**config.mk**
```make
export PLATFORM = sky130hd
export DESIGN_NAME = seq_mult_rr_arbiter
export DESIGN_NICKNAME = d
export VERILOG_FILES = /design/src/rtl/seq_mult_rr_arbiter.sv
export SDC_FILE = /design/constraint.sdc
export NUM_CORES = 1
export LEC_CHECK = 0
export CAP_MARGIN = 5
export CORE_MARGIN = 1.5
export CORE_UTILIZATION = 40
export CTS_CLUSTER_SIZE = 8
export DETAILED_ROUTE_END_ITERATION = 6
export GPL_ROUTABILITY_DRIVEN = 0
export PLACE_DENSITY = 0.81
export SETUP_SLACK_MARGIN = 0.02
export SYNTH_ARGS = -nofsm -noshare
export SYNTH_HDL_FRONTEND = slang
export SYNTH_SLANG_ARGS = --single-unit
```
**constraint.sdc**
```tcl
create_clock -name clk -period 5.4 [get_ports clk]
set_input_delay 1.08 -clock clk [delete_from_list [all_inputs] [get_ports clk]]
set_output_delay 1.08 -clock clk [all_outputs]
set_load 0.03 [all_outputs]
```
**src/rtl/seq_mult_rr_arbiter.sv**
```systemverilog
// seq_mult_rr_arbiter
//   Shares one unsigned sequential multiplier core between two requesters.
//   A request is granted round-robin. Its operands are latched and the core is
//   started with a one-cycle load pulse. The block then waits for the core's
//   done pulse, guarded by a watchdog. The result is returned with a one-cycle
//   acknowledge to the requester that was served.
//
// Ports
//   clk, rst                : clock (rising edge), synchronous active-high reset
//   req0/a0/b0, req1/a1/b1  : requester handshakes and operands
//   ack0, ack1              : one-cycle completion pulse per requester
//   res_valid               : one-cycle pulse marking new res_id/res_product/res_err
//   res_id                  : id of the requester being served
//   res_product             : core product, or 0 on timeout
//   res_err                 : watchdog timeout flag
//   busy                    : high in every state except IDLE
//   mul_load, mul_a, mul_b  : start pulse and latched operands to the core
//   mul_done, mul_product   : completion pulse and product from the core
module seq_mult_rr_arbiter #(
  parameter int WIDTH   = 6,
  parameter int TIMEOUT = 16
) (
  input  logic               clk,
  input  logic               rst,
  input  logic               req0,
  input  logic [WIDTH-1:0]   a0,
  input  logic [WIDTH-1:0]   b0,
  input  logic               req1,
  input  logic [WIDTH-1:0]   a1,
  input  logic [WIDTH-1:0]   b1,
  output logic               ack0,
  output logic               ack1,
  output logic               res_valid,
  output logic               res_id,
  output logic [2*WIDTH-1:0] res_product,
  output logic               res_err,
  output logic               busy,
  output logic               mul_load,
  output logic [WIDTH-1:0]   mul_a,
  output logic [WIDTH-1:0]   mul_b,
  input  logic               mul_done,
  input  logic [2*WIDTH-1:0] mul_product
);

  localparam int CNT_W = (TIMEOUT > 2) ? $clog2(TIMEOUT) : 1;
  localparam logic [CNT_W-1:0] CNT_LAST = CNT_W'(TIMEOUT - 1);

  typedef enum logic [1:0] {
    IDLE  = 2'd0,
    ISSUE = 2'd1,
    WAIT  = 2'd2,
    RESP  = 2'd3
  } state_t;

  state_t               state_q, state_d;
  logic                 ptr_q, ptr_d;      // 0: favour requester 0, 1: favour requester 1
  logic [CNT_W-1:0]     cnt_q, cnt_d;
  logic [WIDTH-1:0]     mul_a_q, mul_a_d;
  logic [WIDTH-1:0]     mul_b_q, mul_b_d;
  logic                 id_q, id_d;
  logic [2*WIDTH-1:0]   prod_q, prod_d;
  logic                 err_q, err_d;
  logic                 gnt;

  always_ff @(posedge clk) begin
    if (rst) begin
      state_q <= IDLE;
      ptr_q   <= 1'b0;
      cnt_q   <= '0;
      mul_a_q <= '0;
      mul_b_q <= '0;
      id_q    <= 1'b0;
      prod_q  <= '0;
      err_q   <= 1'b0;
    end else begin
      state_q <= state_d;
      ptr_q   <= ptr_d;
      cnt_q   <= cnt_d;
      mul_a_q <= mul_a_d;
      mul_b_q <= mul_b_d;
      id_q    <= id_d;
      prod_q  <= prod_d;
      err_q   <= err_d;
    end
  end

  always_comb begin
    state_d = state_q;
    ptr_d   = ptr_q;
    cnt_d   = cnt_q;
    mul_a_d = mul_a_q;
    mul_b_d = mul_b_q;
    id_d    = id_q;
    prod_d  = prod_q;
    err_d   = err_q;
    gnt     = 1'b0;

    unique case (state_q)
      IDLE: begin
        if (req0 || req1) begin
          // Contention is settled by the pointer; a lone request wins outright.
          gnt     = (req0 && req1) ? ptr_q : req1;
          id_d    = gnt;
          mul_a_d = gnt ? a1 : a0;
          mul_b_d = gnt ? b1 : b0;
          state_d = ISSUE;
        end
      end
      ISSUE: begin
        cnt_d   = '0;
        state_d = WAIT;
      end
      WAIT: begin
        // Done is tested first so a completion on the last watchdog cycle
        // still returns the real product.
        if (mul_done) begin
          prod_d  = mul_product;
          err_d   = 1'b0;
          state_d = RESP;
        end else if (cnt_q == CNT_LAST) begin
          prod_d  = '0;
          err_d   = 1'b1;
          state_d = RESP;
        end else begin
          cnt_d = cnt_q + CNT_W'(1);
        end
      end
      RESP: begin
        ptr_d   = ~id_q;
        state_d = IDLE;
      end
      default: state_d = IDLE;
    endcase
  end

  assign busy        = (state_q != IDLE);
  assign mul_load    = (state_q == ISSUE);
  assign res_valid   = (state_q == RESP);
  assign ack0        = res_valid & ~id_q;
  assign ack1        = res_valid &  id_q;
  assign res_id      = id_q;
  assign res_product = prod_q;
  assign res_err     = err_q;
  assign mul_a       = mul_a_q;
  assign mul_b       = mul_b_q;

endmodule

```
==> impl_summary.md <==
Critical path
The cell at the slowest stage of the critical path is sky130_fd_sc_hd__a21oi_1. The data required time at the worst endpoint is 5.62 ns. The worst stage delay on the critical path is 0.94 ns. On the critical path the largest part of the delay comes from compound AO/OA/AOI/OAI gates. The signal on the critical path passes through clkdlybuf4s50_1 > a21oi_1 > a22o_1. The count of buffering cells on the critical path with inverters included is 1.

The critical path data arrival time is 3.13 ns. The highest fanout seen on the critical path is 26. The worst setup path is launched from a primary input. The critical path endpoint category is a flop.

By startpoint and endpoint, the worst setup path is classified as in2reg.

Timing
The final sum of negative setup slack is 0 ns. The worst clock skew is 0.0121 ns. Setup repair after global routing left no endpoint under its margin. The final critical path time including I/O delays and setup is 2.92 ns. Static timing analysis puts the maximum clock frequency at 343 MHz.

For the pin with the worst max-slew slack, the measured transition is 0.940 ns. The count of final hold-check violations is 0. Of the available clock period, the critical path in the final layout requires 54.0%. Setup violations remaining at the end of the flow were counted as 0. The worst slew margin relative to its limit is 37.3%. The total count of max-transition violations in the final report is 0. Hold is met by 0.482 ns.

Floorplanning
The initial standard-cell utilization of the core is 41.4%. The die covers 4170 µm². The height of the die is 64.5 µm.

The top-level I/O count is 72. Row generation in the floorplan step produced 22 rows. The horizontal extent of the die is 64.5 µm. The total area inside the core boundary comes to 3660 µm².

Status
The run finished with clean final reports.

Drt
The routed length per instance is 13.3 µm. In this run the remaining antenna-violating nets after routing total 0. For this block, the initial DRC count from the detailed router was 80. The total detailed-routing wirelength is 3660 µm. The final route contains 1444 vias.

Dividing the detail-routed via count by the number of cells gives 5.23. In the routed design, unresolved DRC markers number 0. For this run, the detailed router's first-pass iteration total came to 4.

Clock network
The cell sitting at the root of the clock tree is a sky130_fd_sc_hd__clkbuf_8. The number of setup buffers added after CTS is 0. The quantity of hold-fixing buffers added after cts is 0.

TritonCTS built the clock tree. The worst-skew pair later-pin latency is 0.29 ns. CTS built an H-tree with a depth of 2. No sink is reached through more buffers than the 2 on the longest clock path. The number of clock buffers added by TritonCTS is 5. The clock transition time at the flip-flop clock pins of the worst setup and hold paths is 0.07 ns.

The number of gates given a new drive strength after cts is 0. The tree built by TritonCTS fans out to 33 sinks.

Synth
After synthesis, flip-flops and latches occupy 43.6% of the total area. The synthesized flop and latch total is 33. In the synthesized netlist, mux cells make up 0.661% of the area.

The synthesized-area fraction occupied by xor and xnor cells is 0%. Counting every net in the synthesized netlist gives 209. The synthesized netlist cell count is 162. The per-instance average area after synthesis is 9.35 µm².

The netlist area before placement is 1520 µm². The synthesized netlist devotes 27.6% of its cell area to compound gates. After Yosys synthesis, and, or, nand and nor cells account for 17.3% of the synthesized area. After synthesis, the largest family of logic cells by area is compound AO/OA/AOI/OAI gates. Synthesis instantiated 31 different standard cells from the library. The number of warnings reported in the yosys synthesis log is 0. After Yosys synthesis, full adders, half adders and majority gates account for 4.95% of the synthesized area.

Cells and area
Fill cells in the final layout number 309. In the final layout, flip-flops and latches occupy 661 µm². The fraction of final layout cells sized beyond drive strength 1 is 4.82%.

The synthesis-to-finish area growth is 54.2%. Leaving out fill and tap cells, the most frequent cell in the layout is sky130_fd_sc_hd__clkdlybuf4s50_1. The library cells used most frequently in the layout, excluding fill and tap cells, are sky130_fd_sc_hd__clkdlybuf4s50_1 (71), sky130_fd_sc_hd__dfxtp_1 (33), sky130_fd_sc_hd__nor2_1 (17). Summing all multi-input logic gate instances after layout gives 766 µm². Cells fill 63.8% of the core in the end. The net count of the finished layout is 274. The total inserted antenna cells is 0.

Power
Dividing total power by cell area gives a power density of 430 nW/µm². The maximum vdd ir drop is 0.215 mV. The analysis attributes to cell leakage a power of 0.849 nW.

Place
The final HPWL from detailed placement is 2550 µm. The count of buffers added on input and output ports is 71.

Global route
Across every metal layer, demand over resource in global routing totals 17.4%. The number of global-route vias before repair came to 1245. The initial antenna violation count is 0. Entering global routing, the biggest net connects 27 pins. For this run the aggregate overflow at the end of global routing stands at 0. The first global-routing pass estimated 5600 µm of wire.

Hold path
The path type of the worst min-delay path is reg2reg.

Job
The tool flagged a number of max-cap violations equal to 0.
-- worst paths after layout --
path,slack (ns),cells past startpoint,startpoint,end
setup / recovery,2.48,3,rst,res_product[3]$_SDFFE_PP0P_
hold / removal,0.48,1,res_product[7]$_SDFFE_PP0P_,res_product[7]$_SDFFE_PP0P_
setup reg to reg,3.48,4,cnt_q[0]$_SDFFE_PP0P_,res_product[3]$_SDFFE_PP0P_
hold reg to reg,0.48,1,res_product[7]$_SDFFE_PP0P_,res_product[7]$_SDFFE_PP0P_
-- cells in the mapped netlist (all sizes together) --
master	instances	area share, %
buf	4	2.1
o32ai	2	1.2
a21bo	1	0.66
ha	6	5.0
a311oi	12	6.9
nand2	1	0.25
a31oi	1	0.41
and4	1	0.74
a41oi	1	0.58
nand3	1	0.33
a31o	1	0.58
nand2b	4	1.7
inv	6	1.5
and2b	1	0.50
o21ai	16	5.3
nor2b	6	2.5
dfxtp	33	44
a21boi	1	0.50
nor2	17	4.2
mux2i	1	0.66
nand3b	12	5.9
nand4b	1	0.58
a22o	13	7.5
clkbuf	9	2.2
a211oi	3	1.5
a21oi	6	2.0
or4b	1	0.66
o21a	1	0.50
-- per-layer routing --
metal	wire length, µm	global-route usage, %	share of wire [%]
met4	92	9.84	2.5
met2	1610	27.3	44
met1	1720	21.6	47
met3	244	4.51	6.7
met5	0	0	0
-- per-stage QoR --
step / power (mW) / setup WS (ns) / std cells / cell area (µm²)
after detailed placement: 0.772 / 2.21 / 268 / 2220
after global routing: 1.06 / 2.29 / 276 / 2340
after CTS: 1.01 / 2.50 / 276 / 2340
final: 1.01 / 2.48 / 276 / 2340
after global placement: 0.765 / 2.29 / 268 / 2220
after floorplan: 0.616 / 3.04 / 162 / 1520
-- cell type report --
cell class	count	area share, %
inverter	6	0.964
timing repair buffer	71	30.4
sequential	33	28.3
clock inverter	1	1.29
multi-input combinational	110	32.8
tap	48	2.57
clock buffer	7	3.70
-- flip-flops by register name, summed over array words and instances (netlist names) --
signal / cells
cnt_q: 4
mul_a: 6
mul_b: 6
ptr_q: 1
res_err: 1
res_id: 1
res_product: 12
state_q: 2
-- where the power goes --
part	switching, mW	total, mW	internal (mW)
registers	0.0313	0.325	0.293
logic	0.249	0.442	0.193
clock network	0.0887	0.239	0.150
-- kinds of logic after synthesis --
| group | Yosys count |
|---|---|
| adders and majority gates | 6 |
| buffers and inverters | 19 |
| DFF | 33 |
| AOI/OAI and AO/OA | 58 |
| and+or+nand+nor | 45 |
| muxes | 1 |
Power figures use the tool's default switching activity.
